<file path="src/rtl/sonata_clkgen.sv">
// sonata_clkgen: fractional clock-enable generator with lock tracking.
// Three accumulator-based enables (sys, usb, peri) derived from clk_i, a lock
// counter, and one 2-stage reset synchroniser per domain that releases the
// domain reset in step with that domain's own enable once locked.
module sonata_clkgen #(
   parameter int unsigned RefClkFreq  = 100_000_000,
   parameter int unsigned SysClkFreq  = 50_000_000,
   parameter int unsigned UsbClkFreq  = 48_000_000,
   parameter int unsigned PeriClkFreq = 25_000_000,
   parameter int unsigned LockCycles  = 16
) (
   input  logic clk_i,
   input  logic rst_i,
   output logic clk_sys_en_o,
   output logic rst_sys_no,
   output logic clk_usb_en_o,
   output logic rst_usb_no,
   output logic clk_peri_en_o,
   output logic rst_peri_no,
   output logic locked_o
);

   localparam int unsigned     NumDom  = 3;
   localparam logic [31:0]     RefFreq = 32'(RefClkFreq);
   localparam logic [31:0]     DomFreq [NumDom] = '{32'(SysClkFreq), 32'(UsbClkFreq), 32'(PeriClkFreq)};
   localparam int unsigned     CntW    = $clog2(LockCycles + 1);
   localparam logic [CntW-1:0] LockMax = CntW'(LockCycles);

   if (SysClkFreq == 0 || SysClkFreq > RefClkFreq ||
       UsbClkFreq == 0 || UsbClkFreq > RefClkFreq ||
       PeriClkFreq == 0 || PeriClkFreq > RefClkFreq ||
       LockCycles == 0) begin : g_param_check
      $error("sonata_clkgen: each domain frequency must be in 1..RefClkFreq and LockCycles >= 1");
   end

   logic [CntW-1:0]   lock_cnt;
   logic              locked;
   logic [NumDom-1:0] en_vec;
   logic [NumDom-1:0] rst_vec;

   // Lock counter saturates at LockCycles; locked goes high on the edge the count reaches it and sticks
   always_ff @(posedge clk_i) begin
      if (rst_i) begin
         lock_cnt <= '0;
         locked   <= 1'b0;
      end else begin
         if (lock_cnt != LockMax) begin
            lock_cnt <= lock_cnt + 1'b1;
         end
         // lock_cnt == LockMax-1 here means this edge is the one that reaches LockMax
         if (lock_cnt >= LockMax - 1'b1) begin
            locked <= 1'b1;
         end
      end
   end

   for (genvar d = 0; d < NumDom; d++) begin : g_dom
      logic [31:0] acc;
      logic        en;
      logic [1:0]  rst_sr;
      logic [32:0] sum;

      // Next accumulator value, widened so acc + F cannot wrap
      always_comb sum = {1'b0, acc} + {1'b0, DomFreq[d]};

      // Accumulator enable plus reset synchroniser clocked by the registered enable
      always_ff @(posedge clk_i) begin
         if (rst_i) begin
            acc    <= '0;
            en     <= 1'b0;
            rst_sr <= '0;
         end else begin
            if (sum >= {1'b0, RefFreq}) begin
               en  <= 1'b1;
               acc <= 32'(sum - {1'b0, RefFreq});
            end else begin
               en  <= 1'b0;
               acc <= sum[31:0];
            end
            if (!locked) begin
               rst_sr <= '0;
            end else if (en) begin
               rst_sr <= {rst_sr[0], 1'b1};
            end
         end
      end

      assign en_vec[d]  = en;
      assign rst_vec[d] = rst_sr[1];
   end

   assign clk_sys_en_o  = en_vec[0];
   assign clk_usb_en_o  = en_vec[1];
   assign clk_peri_en_o = en_vec[2];
   assign rst_sys_no    = rst_vec[0];
   assign rst_usb_no    = rst_vec[1];
   assign rst_peri_no   = rst_vec[2];
   assign locked_o      = locked;

endmodule

</file>
<file path="config.mk">
export PLATFORM = sky130hd
export DESIGN_NAME = sonata_clkgen
export DESIGN_NICKNAME = d
export VERILOG_FILES = /design/src/rtl/sonata_clkgen.sv
export SDC_FILE = /design/constraint.sdc
export NUM_CORES = 1
export LEC_CHECK = 0
export CAP_MARGIN = 20
export CORE_UTILIZATION = 33
export CTS_CLUSTER_SIZE = 8
export DETAILED_ROUTE_END_ITERATION = 7
export DONT_BUFFER_PORTS = 1
export PLACE_DENSITY_LB_ADDON = 0.12
export SYNTH_ARGS = -nofsm -noshare
export SYNTH_HDL_FRONTEND = slang
export SYNTH_SLANG_ARGS = --single-unit
</file>
<file path="constraint.sdc">
create_clock -name clk_i -period 3.3 [get_ports clk_i]
set_clock_uncertainty 0.2 [all_clocks]
set_input_delay 0.825 -clock clk_i [delete_from_list [all_inputs] [get_ports clk_i]]
set_output_delay 0.825 -clock clk_i [all_outputs]
set_load 0.01 [all_outputs]
</file>
==> run summary <==
The final worst slack is -0.09819 ns. The critical path goes through or4_4 > a21o_4 > a211o_1 > a311oi_2 > a21boi_2 > o41a_1 > buf_4 > o311ai_4 > buf_6 > buf_12 > and3_4 > o21a_1. The routability congestion estimate is ~0.83. In this run the worst path has a maximum fanout of 6.

The category of cells accounting for the largest share of critical-path delay is compound AO/OA/AOI/OAI gates. The CTS sink count came out at 90. The number of flops mapped to enable cells by yosys came out at 0. The post-route minimum period came out at 3.398 ns.

The share of the clock period used by the worst path after layout came out at 103.0%. Pin placement for this block handled 9 I/O pins. Detailed placement finished with a half-perimeter wire length of roughly 16000 um. The endpoint arrival time on the critical path is around 3.5 ns.

The largest vdd supply drop came out at 0.3725 mV. The combinational share of power is ~75%. The part of the power in the clock network is roughly 8.7%. The number of synthesis warnings is 0. The floorplan die area came out at 22230 um2. The number of standard-cell rows in the floorplan came out at 53. The number of fill cells came out at roughly 2100. The worst setup path is launched from a register. The final reports fail on setup timing. The number of pins exceeding their max-slew limit in the final report came out at 0. The core area is 21090 um2. The delay of the slowest cell on the worst path is about 0.58 ns. The count of endpoints failing hold in the final timing report came out at 0.

The count of input and output buffers came out at 0. The routed via count came out at around 7700. The synthesized netlist contains 89 unique library cells.

The pin count of the biggest net entering global routing is a little under 80. The via count of the first global-routing pass was approximately 7200. The starting density of the core came out at roughly a third. The slowest stage of the critical path is the sky130_fd_sc_hd__or4_4 cell. The cell at the root of the clock tree is sky130_fd_sc_hd__clkbuf_16. The sum of routed wire length over all layers came out at 22830 um.

The final net count came out at 1162. The number of cells produced by synthesis is around 960. The post-synthesis net count came out at a little under 1000. The fraction of layout cells with a size suffix above 1 is between 30% and 40%.

TritonCTS built the clock tree. The number of instances in the placed design is between 1000 and 1500. The number of diodes came out at 0. The worst endpoint required time came out at 3.36 ns.

The ratio of routed vias to standard cells is approximately 5.4. The clock transition time at the flip-flop clock pins of the worst setup and hold paths is 0.07 ns. The count of nets left with antenna violations once routing finished came out at 0. Setup violations remaining at the end of the flow were counted as 18. The library cell used most frequently in the layout, excluding fill and tap cells, is sky130_fd_sc_hd__buf_4. The critical path buffer and inverter count came out at 3.

The number of flip-flops and latches in the synthesized netlist came out at 90. The horizontal die dimension is 149.1 um. Of all cell types, the one taking the most synthesized area is sky130_fd_sc_hd__dfxtp_1. The multi-input gate area in the final layout came out at about 5600 um2. The DRC violation count after routing came out at 0. The mean instance size in the synthesized netlist came out at ~7.5 um2.

Summed over all cells, the static leakage comes to 0.003917 uW. The routed length per instance came out at ~16 um. The internal portion of total power came out at ~6400 uW. The number of antenna violations at the first check in global routing is 0. The flow ran to the end, but the final reports show violations.

The power per standard cell area is around 1200 nW/um2. The share of total power dissipated in sequential elements is 15.9%. The post-synthesis instance area is ~7000 um2. Adding up every negative setup slack in the final design gives -0.8527 ns. Net switching is between 40 and 50% of the power. The count of TritonRoute iterations in the first routing pass is 4.

The number of maximum-capacitance violations is 0. The min-delay analysis places its worst path in the category register to register. The async set-reset flop share out of synthesis is 0%.

The H-tree depth reported by CTS came out at 3. For this run, the leading register cell type out of synthesis is sky130_fd_sc_hd__dfxtp_1. The global routing usage summed across all routing layers came out at 20.14%. Ranked by total cell area, the synthesized netlist is headed by sky130_fd_sc_hd__dfxtp_1 (25%), sky130_fd_sc_hd__a21oi_1 (5.8%), sky130_fd_sc_hd__xnor2_1 (4.4%). The relative slew slack is between 40% and 50%. The clock latency on the worst-skew pair came out at roughly 0.36 ns. The maximum root-to-sink buffer count came out at 2. The first-pass GRT wire length is around 36000 um. The critical path endpoint category is a register.

Setup repair after global routing could not meet its margin everywhere. By startpoint and endpoint, the worst setup path is classified as register to register. For this block, the initial DRC count from the detailed router was between 400 and 500.

The transition at the pin with the smallest max-transition slack came out at 0.8291 ns. For this run, the number of standard cells in the final layout without fillers is 1427. The library cells used most frequently in the layout, excluding fill and tap cells, are sky130_fd_sc_hd__buf_4 (215), sky130_fd_sc_hd__dfxtp_1 (85), sky130_fd_sc_hd__nor2_1 (82), sky130_fd_sc_hd__nand2_1 (77), sky130_fd_sc_hd__a21oi_1 (72).

After synthesis, flip-flops and latches occupy about a quarter of the total area. The overall die height came out at between 100 and 150 um. The total power consumption of the routed design is 11750 uW.

The storage element area is around 1800 um2. In this run the biggest area consumer among cell types represents approximately a quarter of the synthesized area. The achievable clock frequency is between 200 and 300 MHz. The power spent charging and discharging nets came out at ~5400 uW. The total congestion overflow came out at 0. The number of clock buffers added by TritonCTS is 9. Relative to the synthesized area, the layout overhead comes to 39.13%.
## sequential cells by signal, indices dropped and copies added, names as in the netlist
name,count
clk_peri_en_o,1
clk_usb_en_o,1
lock_cnt,5
g_dom.acc,75
clk_sys_en_o,1
locked_o,1
g_dom.rst_sr,6
## cell type report
type | instances | area share, %
Clock buffer | 12 | 2.481
Tap cell | 275 | 3.464
Sequential cell | 90 | 18.20
Inverter | 24 | 0.9069
Clock inverter | 4 | 0.2771
Timing Repair Buffer | 233 | 18.74
Multi-Input combinational cell | 789 | 55.93
## Yosys cell counts (15+ instances only)
cell type                  number
sky130_fd_sc_hd__nor3_1        36
sky130_fd_sc_hd__dfxtp_1       90
sky130_fd_sc_hd__inv_1         23
sky130_fd_sc_hd__a31oi_1       16
sky130_fd_sc_hd__a21oi_1       83
sky130_fd_sc_hd__nor2_1        83
sky130_fd_sc_hd__or3_1         25
sky130_fd_sc_hd__and2_1        15
sky130_fd_sc_hd__xnor2_1       36
sky130_fd_sc_hd__and3_1        28
sky130_fd_sc_hd__o21ai_0       53
sky130_fd_sc_hd__xor2_1        20
sky130_fd_sc_hd__clkbuf_1      34
sky130_fd_sc_hd__nand2_1       80
sky130_fd_sc_hd__nand3_1       43
## cells by family after synthesis
family,count (synthesis),share of synthesized area [%]
flops,90,25.24
buf+inv,78,4.784
fa+ha+maj,13,2.278
mux,10,1.437
simple gates,408,30.20
xor+xnor,57,7.098
compound gates,299,28.97
## metal layers
metal / vias to the layer above / global-route usage, % / part of all wire, %
met2: 120 / 32.93 / 46
met5: - / 0 / 0
li1: 3956 / - / -
met4: 0 / 6.633 / 2.2
met3: 33 / 2.966 / 3.0
met1: 3555 / 26.99 / 49
## worst min-delay path: stages (launching register included)
cell,delay [ns]
sky130_fd_sc_hd__dfxtp_1,0.33
sky130_fd_sc_hd__nor2_1,0.05
sky130_fd_sc_hd__nor2_1,0.06
## through the flow
step	hold WS [ns]	worst slack [ns]	cell area, um2	util [%]
floorplan	0.2372	-0.01610	7193	-
global placement	0.2525	-0.1668	8874	42.08
detailed placement	0.2628	-0.2118	8874	42.08
CTS	0.2807	-0.05796	9335	44.27
global route	0.3047	-0.1896	9933	47.10
finish	0.2734	-0.09819	9933	47.10
## power by group through the flow
stage | clock network, uW | logic, uW | registers, uW
floorplan | 0 | 4750 | 1800
global route | 1100 | 9680 | 1930
finish | 1030 | 8850 | 1870
global placement | 0 | 7560 | 1860
detailed placement | 0 | 7560 | 1850
CTS | 1060 | 7910 | 1840
## repair_timing
action                     in CTS  in global routing
gates cloned                    1                  4
hold buffers                    0                  0
setup endpoints to repair      41                 70
buffers inserted                4                 17
pin swaps                      15                 44
gates resized for setup        33                 92
## final timing paths
kind | slack (ns) | endpoint | cells after the start | from
min | 0.27 | g_dom[0].rst_sr[0] | 2 | g_dom[0].rst_sr[0]
min reg2reg | 0.27 | g_dom[0].rst_sr[0] | 2 | g_dom[0].rst_sr[0]
max | -0.1 | g_dom[2].acc[11] | 12 | g_dom[2].acc[13]
max reg2reg | -0.1 | g_dom[2].acc[11] | 12 | g_dom[2].acc[13]
Note: power is estimated with default switching activity, not from simulation.
